--- config.mk ---
export PLATFORM = sky130hd
export DESIGN_NAME = sfifo_wr_arb
export DESIGN_NICKNAME = d
export VERILOG_FILES = /design/src/rtl/sfifo_wr_arb.sv
export SDC_FILE = /design/constraint.sdc
export NUM_CORES = 1
export LEC_CHECK = 0
export ABC_CLOCK_PERIOD_IN_PS = 3100
export CAP_MARGIN = 20
export CORE_MARGIN = 2
export CORE_UTILIZATION = 40
export DETAILED_ROUTE_END_ITERATION = 6
export GPL_TIMING_DRIVEN = 1
export PLACE_DENSITY_LB_ADDON = 0.15
export SYNTH_ARGS = -nofsm -noshare
export SYNTH_HDL_FRONTEND = slang
export SYNTH_HIERARCHICAL = 1
export SYNTH_SLANG_ARGS = --single-unit
--- constraint.sdc ---
create_clock -name clk -period 3.1 [get_ports clk]
set_input_delay 0.465 -clock clk [delete_from_list [all_inputs] [get_ports clk]]
set_output_delay 0.465 -clock clk [all_outputs]
set_load 0.05 [all_outputs]
--- src/rtl/sfifo_wr_arb.sv ---
// Round-robin arbiter sharing the sfifo write port between two byte producers.
// Optional grant/stall statistics are enabled with `define SFIFO_WR_ARB_STATS_EN.

// One producer slot: registers its acknowledge and masks itself while acked.
module sfifo_wr_arb_lane (
    input  logic clk,
    input  logic rst,
    input  logic req,
    input  logic gnt,
    output logic ack,
    output logic elig
);
    always_ff @(posedge clk or posedge rst) begin
        if (rst) ack <= 1'b0;
        else     ack <= gnt;
    end

    // The producer still shows the byte just accepted while ack is high.
    assign elig = req & ~ack;
endmodule

module sfifo_wr_arb #(
    parameter int DW    = 8,
    parameter int DEPTH = 8,
    parameter int CW    = 4
) (
    input  logic          clk,
    input  logic          rst,
    input  logic          req0,
    input  logic [DW-1:0] data0,
    output logic          ack0,
    input  logic          req1,
    input  logic [DW-1:0] data1,
    output logic          ack1,
    input  logic          full,
    input  logic [CW-1:0] sfifo_cnt,
    output logic          fifo_wr,
    output logic [DW-1:0] fifo_din,
`ifdef SFIFO_WR_ARB_STATS_EN
    output logic [7:0]    gnt_cnt0,
    output logic [7:0]    gnt_cnt1,
    output logic [7:0]    stall_cnt,
`endif
    output logic          last_gnt
);
    localparam int NUM_LANES = 2;

    logic [NUM_LANES-1:0]         req_v;
    logic [NUM_LANES-1:0]         ack_v;
    logic [NUM_LANES-1:0]         elig_v;
    logic [NUM_LANES-1:0]         gnt_v;
    logic [NUM_LANES-1:0][DW-1:0] data_v;

    assign req_v  = {req1, req0};
    assign data_v = {data1, data0};
    assign ack0   = ack_v[0];
    assign ack1   = ack_v[1];

    for (genvar i = 0; i < NUM_LANES; i++) begin : g_lane
        sfifo_wr_arb_lane u_lane (
            .clk  (clk),
            .rst  (rst),
            .req  (req_v[i]),
            .gnt  (gnt_v[i]),
            .ack  (ack_v[i]),
            .elig (elig_v[i])
        );
    end

    // An in-flight write is not yet visible in sfifo_cnt, so count it as used.
    // Comparing occupancy against DEPTH avoids wrap-around of the difference.
    logic [CW:0] used;
    logic        space_ok;
    assign used     = {1'b0, sfifo_cnt} + (CW+1)'(fifo_wr);
    assign space_ok = (used < (CW+1)'(DEPTH)) && !full;

    logic gnt_idx;
    logic any_gnt;
    always_comb begin
        gnt_idx = elig_v[1];
        if (&elig_v) gnt_idx = ~last_gnt;
        any_gnt = (|elig_v) && space_ok;
        gnt_v   = '0;
        if (any_gnt) gnt_v[gnt_idx] = 1'b1;
    end

    always_ff @(posedge clk or posedge rst) begin
        if (rst) begin
            fifo_wr  <= 1'b0;
            fifo_din <= '0;
            last_gnt <= 1'b1;
        end else begin
            fifo_wr <= any_gnt;
            if (any_gnt) begin
                fifo_din <= data_v[gnt_idx];
                last_gnt <= gnt_idx;
            end
        end
    end

`ifdef SFIFO_WR_ARB_STATS_EN
    function automatic logic [7:0] sat_inc(input logic [7:0] v);
        return (v == 8'hFF) ? v : v + 8'd1;
    endfunction

    always_ff @(posedge clk or posedge rst) begin
        if (rst) begin
            gnt_cnt0  <= '0;
            gnt_cnt1  <= '0;
            stall_cnt <= '0;
        end else begin
            if (gnt_v[0]) gnt_cnt0 <= sat_inc(gnt_cnt0);
            if (gnt_v[1]) gnt_cnt1 <= sat_inc(gnt_cnt1);
            if ((|elig_v) && !space_ok) stall_cnt <= sat_inc(stall_cnt);
        end
    end
`endif
endmodule

# Word level (Yosys, flattened, before mapping)
# Index checks and enable logic that the tools add are counted.
dict set report totals {
  register_bits 12
  out_inout_bits 12
  elab_cells 26
  input_bits 25
}
dict set report classes {
  add_sub_neg 1
  magnitude_cmp 3
  n_reduce_logical 6
  muxes 6
  n_bitwise 5
}
# cell n
set op_table {}
lappend op_table {{2-to-1 mux 8 bit} 2}
lappend op_table {{adder 4 x 1 -> 5 bit} 1}
lappend op_table {{less-than comparator 5 x 4 -> 1 bit (second input constant)} 1}
lappend op_table {{logical AND 1 bit} 3}
lappend op_table {{inverter 1 bit} 3}
lappend op_table {{AND 1 bit} 2}
lappend op_table {{less-than comparator 1 x 2 -> 1 bit (second input constant)} 1}
lappend op_table {{2-to-1 mux 1 bit} 2}
lappend op_table {{2-to-1 mux 2 bit} 1}
lappend op_table {{AND reduction 2 bit} 1}
lappend op_table {{OR reduction 2 bit} 1}
lappend op_table {{demux 1 bit (select 1 bit)} 1}
lappend op_table {{greater-or-equal comparator 1 bit (second input constant)} 1}
lappend op_table {{zero test 1 bit} 1}

# Depth between registers and ports, before layout
dict set report logic_depth {
  word_depth 9
  ltp_mapped 5
  depth_no_buf 4
}

# Hierarchy
# Netlist, hierarchy kept.
# mod cells_per_inst n_inst seq_area_each_um2 area_each_um2
set by_module_without_submodules {}
lappend by_module_without_submodules {sfifo_wr_arb 36 1 251.5 583.1}
lappend by_module_without_submodules {sfifo_wr_arb_lane 3 2 25.0 42.5}

# Worst setup path after synthesis
# Ideal clock, no wire load.
dict set report synth_path {
  path_type {register to register}
  from {reg g_lane[1].u_lane.ack}
  to {reg fifo_din[0]}
  setup_time_ns 0.125
  required_ns 2.975
  synth_period_minus_slack_ns 1.753
  n_path_buf 1
  stages_incl_launch_ff 6
  arrival_time_ns 1.628
  slack_ns 1.347
  cell_sequence {dfrtp_1 nor2b_4 a21boi_2 buf_6 mux2_4 mux2_4}
}
dict set report synth_via {
  elab_chain_cells 6
  elab_cells_between_ends 8
  classes_between {3 x mux; 2 x bitwise; 3 x reduce/logical}
}
# item line
set synth_rtl {}
lappend synth_rtl {{start: declaration} 10} ;# output logic ack,
lappend synth_rtl {{start signal: assignment} 15} ;# else ack <= gnt;
lappend synth_rtl {{inverter 1 bit (*)} 19} ;# assign elig = req & ~ack;
lappend synth_rtl {{AND 1 bit (*)} 19}
lappend synth_rtl {{via elig_v[1]} 50} ;# logic [NUM_LANES-1:0] elig_v;
lappend synth_rtl {{AND reduction 2 bit} 81} ;# if (&elig_v) gnt_idx = ~last_gnt;
lappend synth_rtl {{2-to-1 mux 1 bit} 81}
lappend synth_rtl {{2-to-1 mux 8 bit (implied by the code) (2 in a row)} 95} ;# fifo_din <= data_v[gnt_idx];
lappend synth_rtl {{end signal: assignment} 95}
lappend synth_rtl {{end: declaration} 38} ;# output logic [DW-1:0] fifo_din,
# Mark *: on every way through the listed nets, which the timed path passes. The rest lies on a longest branch. The select of a mux whose other input is x is not followed.
# A chain may end at the register's enable or synchronous reset.

# Worst setup path after layout
dict set report layout_path {
  from {in req1}
  to {reg fifo_din[7]}
}
dict set report layout_via {
  elab_chain_cells 5
  elab_cells_between_ends 7
  classes_between {3 x mux; 1 x bitwise; 3 x reduce/logical}
}
# item line
set layout_rtl {}
lappend layout_rtl {{start: declaration} 32} ;# input logic req1,
lappend layout_rtl {{AND 1 bit (*)} 19}
lappend layout_rtl {{via elig_v[1]} 50}
lappend layout_rtl {{AND reduction 2 bit} 81}
lappend layout_rtl {{2-to-1 mux 1 bit} 81}
lappend layout_rtl {{2-to-1 mux 8 bit (implied by the code) (2 in a row)} 95}
# Marked as above.

==> qor.csv <==
stage;metric;value;unit
sta;finalCriticalPeriod;2.16;ns
outcome;status;finished, final reports clean;
floorplanning;die_y;44.9;µm
synthesis;syn_area;668;µm²
synthesis;synth_area_per_cell;15.9;µm²
setup_path;cp.required;3.26;ns
finish;drive_gt1_share;35.8;%
finish;nNetsFinal;107;
sta;finalWorstSetupSlack;0.943;ns
sta;worst_slew_pin_slew;0.730;ns
clock_network;clockBufferDepth;2;
drt;vias;464;
setup_path;cp_cell_sequence;clkdlybuf4s50_1, nor2b_4, a21boi_2, mux2_2, mux2_2;
global_routing;grt.total_usage;13.6;%
sta;fin_crit_sh;69.6;%
floorplanning;ios;37;
drt;dr.pass1.iters;3;
setup_path;path_class;in2reg;
synthesis;yosys_register_bits;12;
clock_network;htreeDepth;1;
synthesis;ys_seq_area_share;45.1;%
placed_design;post-place-ws;0.637;ns
placed_design;dp_hpwl;957;µm
clock_network;root_buffer;clkbuf_4;
setup_path;path_common_cell;mux2_2;
drt;drtAntennaViolNets;0;
drt;drt_iter0_drc;2;
power_and_ir_drop;leakage;0.482;nW
setup_path;cp-end-kind;flop;
drt;drc;0;
drt;wl_per_cell;12.4;µm
global_routing;antenna_found_initial;0;
floorplanning;start_util;43.3;%
setup_path;crit_family;multiplexers;
sta;slew_headroom;51.1;%
clock_network;cts.sink_count;12;
global_routing;overflow;0;
finish;num_antenna_cells;0;
clock_network;post_cts_buffers;0;
setup_path;cpPeakStageDelay;0.60;ns
placed_design;gp_congestion;0.646;
floorplanning;rows;14;
floorplanning;die_w;44.9;µm
global_routing;grt_max_degree;13;
synthesis;synth_cell_types;13;
sta;rsz0062_at_grt;no;
global_routing;grt_pass1_wl;1.95;mm
setup_path;crit_buf_inv;1;
sta;setup_viol;0;
sta;tns;0;ns
placed_design;portBuffers;36;
synthesis;yosys_warnings;6;
finish;area_growth;60.1;%
drt;viasPerCell;4.78;
power_and_ir_drop;powerDensity;589;nW/µm²
floorplanning;core;1540;µm²
clock_network;tritoncts;yes;
setup_path;slowest_stage;a21boi_2;
job;maxCapViolCount;0;
global_routing;grt_pass1_vias;477;
clock_network;cts_buffers;3;
setup_path;crit_fanout;11;
sta;max_freq;0.464;GHz
clock_network;cts-resized-gates;0;
synthesis;syn_inst;42;
power_and_ir_drop;p_total;0.630;mW
sta;finalHoldViolations;0;
clock_network;clk_latency;0.27;ns
floorplanning;dieArea;2010;µm²
sta;skew;0.00277;ns
drt;routed_wl;1.20;mm
power_and_ir_drop;irDropWorstVdd;0.000437;V
setup_path;critPathArrivalTime;2.31;ns
worst_hold_path;hold_path.class;in2async;
sta;maxSlewViolCount;0;
clock_network;hold_buffers;0;
clock_network;path_clk_slew;0.07;ns
synthesis;synthesis.nets;67;
setup_path;cp-start-kind;primary input;
## path summary, 6_finish.rpt
path	from	to	slack, ns	depth (start not counted)
worst min register to register	fifo_din[0]	fifo_din[0]	0.51	1
worst min-delay path	rst	g_lane[1].u_lane/ack	0.38	2
max in group asynchronous	rst	last_gnt	2.27	2
min in group clk	fifo_din[0]	fifo_din[0]	0.51	1
worst max-delay path	req1	fifo_din[7]	0.94	5
worst max register to register	g_lane[1].u_lane/ack	fifo_din[7]	1.20	4
## cell usage in the layout, fill, tap and decap left out, drive strengths merged
master | netlist | layout
clkdlybuf4s50 | 0 | 36
mux2 | 17 | 17
dfrtp | 11 | 11
clkbuf | 0 | 4
inv | 3 | 3
nor2b | 2 | 2
nor2 | 1 | 1
and4 | 1 | 1
nor4 | 1 | 1
a21boi | 1 | 1
and2b | 1 | 1
and2 | 1 | 1
dfstp | 1 | 1
buf | 2 | 1
## cells by family (layout without fill, tap and decap cells)
| group | count (synthesis) | after routing | share of synthesized area, % |
|---|---|---|---|
| buf+inv | 5 | 44 | 5.06 |
| compound gates | 1 | 1 | 1.69 |
| simple gates | 7 | 7 | 11.6 |
| flops | 12 | 12 | 45.1 |
| mux | 17 | 17 | 36.5 |
## metal layers
layer	track usage (%)	part of all wire [%]
met2	23.5	50
met5	0	0
met4	5.29	0
met1	15.6	39
met3	4.40	10
## power breakdown
part	internal, mW	total, mW	switching, mW
sequential	0.191	0.211	0.0199
combinational	0.140	0.298	0.158
clock	0.0714	0.122	0.0504
## flip-flops by register name (all words and copies together), names as in the netlist
| signal | flops |
|---|---|
| fifo_din | 8 |
| g_lane.u_lane/ack | 2 |
| last_gnt | 1 |
| fifo_wr | 1 |
## through the flow
stage	hold WS, ns	instances	utilization, %	instance area (µm²)
6_report	0.382	97	69.4	1070
4_1_cts	0.376	97	69.4	1070
5_1_grt	0.387	97	69.4	1070
2_1_floorplan	0.194	42	-	668
3_5_place_dp	0.495	93	67.0	1030
3_3_place_gp	0.497	93	67.0	1030
## cell type report
cell class	count	area (µm²)
clock buffer	4	36.3
fill	114	472
inverter	3	11.3
multi-input combinational	25	333
sequential	12	302
tap	16	20.0
timing repair buffer	37	368
## cells in the mapped netlist
master | count | area [µm²]
mux2_4 | 14 | 210
dfrtp_1 | 11 | 275
inv_1 | 3 | 11.3
mux2_2 | 3 | 33.8
buf_6 | 2 | 22.5
nor2b_4 | 2 | 27.5
a21boi_2 | 1 | 11.3
and2_2 | 1 | 7.51
and2b_2 | 1 | 8.76
and4_1 | 1 | 8.76
dfstp_2 | 1 | 26.3
nor2_1 | 1 | 3.75
nor4_4 | 1 | 21.3
Power figures use the tool's default switching activity.
